===== src/rtl/cdb_rr_arbiter.sv =====
// Round-robin arbiter that shares one registered CDB slot among N result ports.
// One winner per cycle is picked from a rotating pointer and held until the consumers accept it.
module cdb_rr_arbiter #(
  parameter int N      = 8,
  parameter int DATA_W = 64,
  parameter int TAG_W  = 6
) (
  input  logic                          clk_i,
  input  logic                          rst_n_i,
  input  logic                          flush_i,
  input  logic [N-1:0]                  valid_i,
  output logic [N-1:0]                  ready_o,
  input  logic [N-1:0][DATA_W-1:0]      data_i,
  input  logic [N-1:0][TAG_W-1:0]       tag_i,
  output logic                          valid_o,
  input  logic                          ready_i,
  output logic [DATA_W-1:0]             data_o,
  output logic [TAG_W-1:0]              tag_o,
  output logic [$clog2(N)-1:0]          src_o
);

  localparam int IDX_W = $clog2(N);

  logic [IDX_W-1:0] ptr;
  logic [IDX_W-1:0] grant_idx;
  logic [IDX_W-1:0] ptr_nxt;
  logic             grant_vld;
  logic             can_load;
  logic             xfer_in;
  int               cand;

  // Scan from the pointer upwards with explicit wrap, so non-power-of-two N never
  // produces an out-of-range index.
  always_comb begin
    // NOTE: every variable gets a default before any conditional write; otherwise
    // the missing paths infer latches.
    grant_vld = 1'b0;
    grant_idx = '0;
    cand      = 0;
    for (int off = 0; off < N; off++) begin
      cand = int'(ptr) + off;
      if (cand >= N) cand = cand - N;
      if (!grant_vld && valid_i[IDX_W'(cand)]) begin
        grant_vld = 1'b1;
        grant_idx = IDX_W'(cand);
      end
    end
  end

  assign can_load = !valid_o || ready_i;
  assign xfer_in  = grant_vld && can_load && !flush_i;
  assign ptr_nxt  = (grant_idx == IDX_W'(N - 1)) ? '0 : grant_idx + IDX_W'(1);

  always_comb begin
    ready_o = '0;
    if (xfer_in) ready_o[grant_idx] = 1'b1;
  end

  // Flush wins over both a pending grant and an output transfer; payload holds so
  // the last entry stays observable.
  always_ff @(posedge clk_i or negedge rst_n_i) begin
    if (!rst_n_i) begin
      // NOTE: state updates use non-blocking assignments so every register samples
      // pre-edge values regardless of statement order.
      ptr     <= '0;
      valid_o <= 1'b0;
      data_o  <= '0;
      tag_o   <= '0;
      src_o   <= '0;
    end else if (flush_i) begin
      valid_o <= 1'b0;
    end else if (xfer_in) begin
      valid_o <= 1'b1;
      data_o  <= data_i[grant_idx];
      tag_o   <= tag_i[grant_idx];
      src_o   <= grant_idx;
      ptr     <= ptr_nxt;
    end else if (valid_o && ready_i) begin
      valid_o <= 1'b0;
    end
  end

endmodule


===== config.mk =====
export PLATFORM = sky130hd
export DESIGN_NAME = cdb_rr_arbiter
export DESIGN_NICKNAME = d
export VERILOG_FILES = /design/src/rtl/cdb_rr_arbiter.sv
export SDC_FILE = /design/constraint.sdc
export NUM_CORES = 1
export LEC_CHECK = 0
export CORE_AREA = 3 3 256 258
export DETAILED_ROUTE_END_ITERATION = 8
export DIE_AREA = 0 0 259 261
export PLACE_DENSITY = 0.51
export SYNTH_ARGS = -nofsm -noshare
export SYNTH_HDL_FRONTEND = slang
export SYNTH_SLANG_ARGS = --single-unit

===== constraint.sdc =====
create_clock -name clk_i -period 4.7 [get_ports clk_i]
set_input_delay 0.705 -clock clk_i [delete_from_list [all_inputs] [get_ports clk_i]]
set_output_delay 0.705 -clock clk_i [all_outputs]
set_load 0.05 [all_outputs]

==> summary.md <==
| Metric | Value |
|---|---|
| Status | `finished, final reports clean` |
| Sequential area share after synthesis | `0.2241` |
| Int Power | `0.007452 W` |
| Clock tree buffer depth | `2` |
| CP arrival | `3.76 ns` |
| Fmax | `223.8 MHz` |
| Switching Share | `0.5091` |
| Minimum clock period after layout | `4.467 ns` |
| Post-synth top cells | `mux2i_1 (191), mux2_2 (90), dfrtp_1 (77)` |
| M2 GR Usage | `0.2607` |
| I/O Pins | `654` |
| DRC | `0` |
| Initial Utilization | `0.1361` |
| Die Y | `261 µm` |
| Unrepaired setup endpoints after global routing | `no` |
| Worst skew pair latency | `0.38 ns` |
| PortBufs | `~650` |
| Slew margin rel. | `0.5177` |
| Antenna violations before repair | `0` |
| FILL cells | `roughly 6700` |
| Ys async rst share | `1.000` |
| Switching Power | `0.007729 W` |
| GR Util met3 | `0.03491` |
| Via count | `10020` |
| Synth area leader | `dfrtp_1` |
| Wire per inst | `20.83 µm` |
| Worst IR Drop VDD | `0.0007917 V` |
| Via/cell ratio | `4.145` |
| Clock power frac | `0.051` |
| WHS | `0.3448 ns` |
| Setup WS post-layout | `0.2326 ns` |
| WP data required | `3.99 ns` |
| Hold buffer count at cts | `0` |
| Area grow syn2layout | `96.19%` |
| MaxCap Viol Count | `0` |
| Yosys cell types | `51` |
| Crit path from | `valid_i[7]` |
| Syn Nets | `1490` |
| Met1 Use GR | `0.1649` |
| Die W | `259 µm` |
| WL final | `50360 µm` |
| Vias in the first global route | `between 10000 and 15000` |
| Clock Tree Root | `clkbuf_16` |
| Pwr dens | `900.0 mW/mm²` |
| Comb power frac | `0.865` |
| Largest net degree at the start of global routing | `78` |
| Die Area | `~0.068 mm²` |
| Cell count after synthesis | `between 900 and 1000` |
| All-Layer GR Usage | `0.1422` |
| Ys Warns | `0` |
| Worst slack, placed | `-0.1556 ns` |
| Core Util, Final | `0.2669` |
| Drt first pass iters | `5` |
| HPWL after DPL | `42420 µm` |
| Worst slew pin tran | `0.7212 ns` |
| Leak | `6.868 nW` |
| Critical path class | `in2out` |
| Area of the multi-input gates | `0.006158 mm²` |
| Synth Register Bits | `77` |
| Syn_area_per_cell | `between 9 and 10 µm²` |
| Post-Layout Cell Count | `2418` |
| Tcrit/Tclk final | `0.9505` |
| Core ar. | `0.06320 mm²` |
| TNS Setup | `0 ns` |
| CTS Buf Count | `9` |
| Overflow after GRT | `0` |
| Crit path max fanout | `11` |
| CTS sink count | `77` |
| Most common cell in the netlist | `mux2i_1` |
| Final Hold Vio Count | `0` |
| Synth top area share | `0.2241` |
| Flop pwr share | `0.084` |
| Reg-to-Reg Start | `ptr[0]` |
| Cell area after synthesis | `0.008598 mm²` |
| Layout cells sized above 1 | `0.1598` |
| Final Wtd Congestion | `0.8347` |
| Final Max Tran Viols | `0` |
| Post-route clock skew | `0.01292 ns` |
| Initial drt markers | `~380` |
| Inst Count DP | `2398` |
| TritonCTS clock tree | `yes` |
| Hold WC Path Type | `in2async` |
| Post-synth EDFFs | `0` |
| Reg area | `0.001928 mm²` |
| CTS clk-pin slew, worst paths | `around 0.07 ns` |
| Critical path startpoint category | `primary input` |
| Ranking of synthesized cells by area | `dfrtp_1 (22%), mux2i_1 (22%), mux2_2 (12%)` |
| Num rows | `92` |
| Nature of the critical path endpoint | `output pin` |
| Final setup viols | `0` |
| CTS H-tree depth | `3` |
| First-pass GRT wire length | `between 70000 and 80000 µm` |
| ANT nets after route | `0` |
| Final nets | `between 2000 and 2500` |
| Top_reg_cell synth | `dfrtp_1` |
| FF-to-FF path depth | `13` |
| Top Usage Layer GRT | `met2` |
-- layout by cell type, fill, tap and decap left out, types with 3 or more instances in the layout --
cell type | netlist | final
clkdlybuf4s50_1 | 0 | 638
mux2i_1 | 191 | 191
mux2_2 | 90 | 90
buf_4 | 14 | 77
dfrtp_1 | 77 | 76
nor2_1 | 68 | 67
a211o_1 | 56 | 56
nand2_1 | 50 | 50
nand3_1 | 39 | 39
a211oi_1 | 29 | 29
nor3_1 | 29 | 28
o22ai_1 | 27 | 27
a21oi_1 | 24 | 23
o21ai_0 | 22 | 22
mux4_2 | 19 | 19
a221oi_1 | 19 | 18
buf_12 | 2 | 17
a221oi_2 | 10 | 11
clkbuf_16 | 0 | 9
o211ai_1 | 8 | 8
a22oi_1 | 7 | 7
inv_1 | 6 | 6
o22a_1 | 6 | 6
dlymetal6s2s_1 | 0 | 5
nand2b_1 | 4 | 3
clkinv_4 | 0 | 3
-- metrics by stage --
stage	total power, W	cell area (µm²)
finish	0.01518	16870
global route	0.01628	16870
CTS	0.01534	16800
detailed placement	0.01448	16480
floorplan	0.01022	8608
global placement	0.01442	16480
-- kinds of logic after synthesis --
logic type               Yosys count  synth area share
AND/OR/NAND/NOR                  201            0.1054
adder cells (fa/ha/maj)            2          0.002910
XOR/XNOR                           4          0.004075
buffers and inverters            108           0.07072
AO/OA/AOI/OAI                    223            0.2015
flip-flops                        77            0.2241
multiplexers                     301            0.3913
-- area by class of cell --
cell class	count	area share
timing repair buffer	739	0.4379
multi-input combinational	731	0.3651
sequential	77	0.1143
antenna	1	0.0001483
tap	846	0.06275
inverter	8	0.001928
clock inverter	7	0.004525
clock buffer	9	0.01335
-- power groups by stage --
| stage | Clock [W] | Sequential (W) | Combinational [W] |
|---|---|---|---|
| 2_1_floorplan | 0 | 0.00227 | 0.00795 |
| 3_3_place_gp | 0 | 0.00127 | 0.0131 |
| 3_5_place_dp | 0 | 0.00129 | 0.0132 |
| 4_1_cts | 0.000819 | 0.00128 | 0.0132 |
| 5_1_grt | 0.000833 | 0.00132 | 0.0141 |
| 6_report | 0.000768 | 0.00127 | 0.0131 |
-- per-layer routing --
metal  part of all wire  up-vias
li1                   -     4828
met1               0.39     4724
met2               0.52      444
met3              0.072       26
met4              0.016        0
met5                  0        -
-- final timing paths --
path / to / slack (ns)
min reg2reg: data_o[45] / 0.48
max: ready_o[2] / 0.23
min in group clk_i: data_o[45] / 0.48
max reg2reg: data_o[35] / 0.48
min: valid_o / 0.34
max in group asynchronous: ptr[2] / 3.23
-- state kept, by name, summed over array words and instances, names as in the netlist --
register	count
valid_o	1
data_o	64
src_o	3
ptr	3
tag_o	6
-- timing repair --
item	in CTS	in global routing
pin swaps	0	2
endpoints found under the setup margin	5	6
buffers inserted	0	3
endpoints found under the hold margin	0	0
resized for setup	4	11
-- worst max-delay path, stage by stage --
cell,delay (ns)
clkdlybuf4s50_1,0.53
buf_6,0.16
mux2i_1,0.08
mux4_2,0.55
a32o_1,0.28
o211ai_1,0.29
o311ai_4,0.21
or3b_1,0.51
nor2b_4,0.25
buf_12,0.17
No activity file was read; power rests on OpenSTA's default activity.
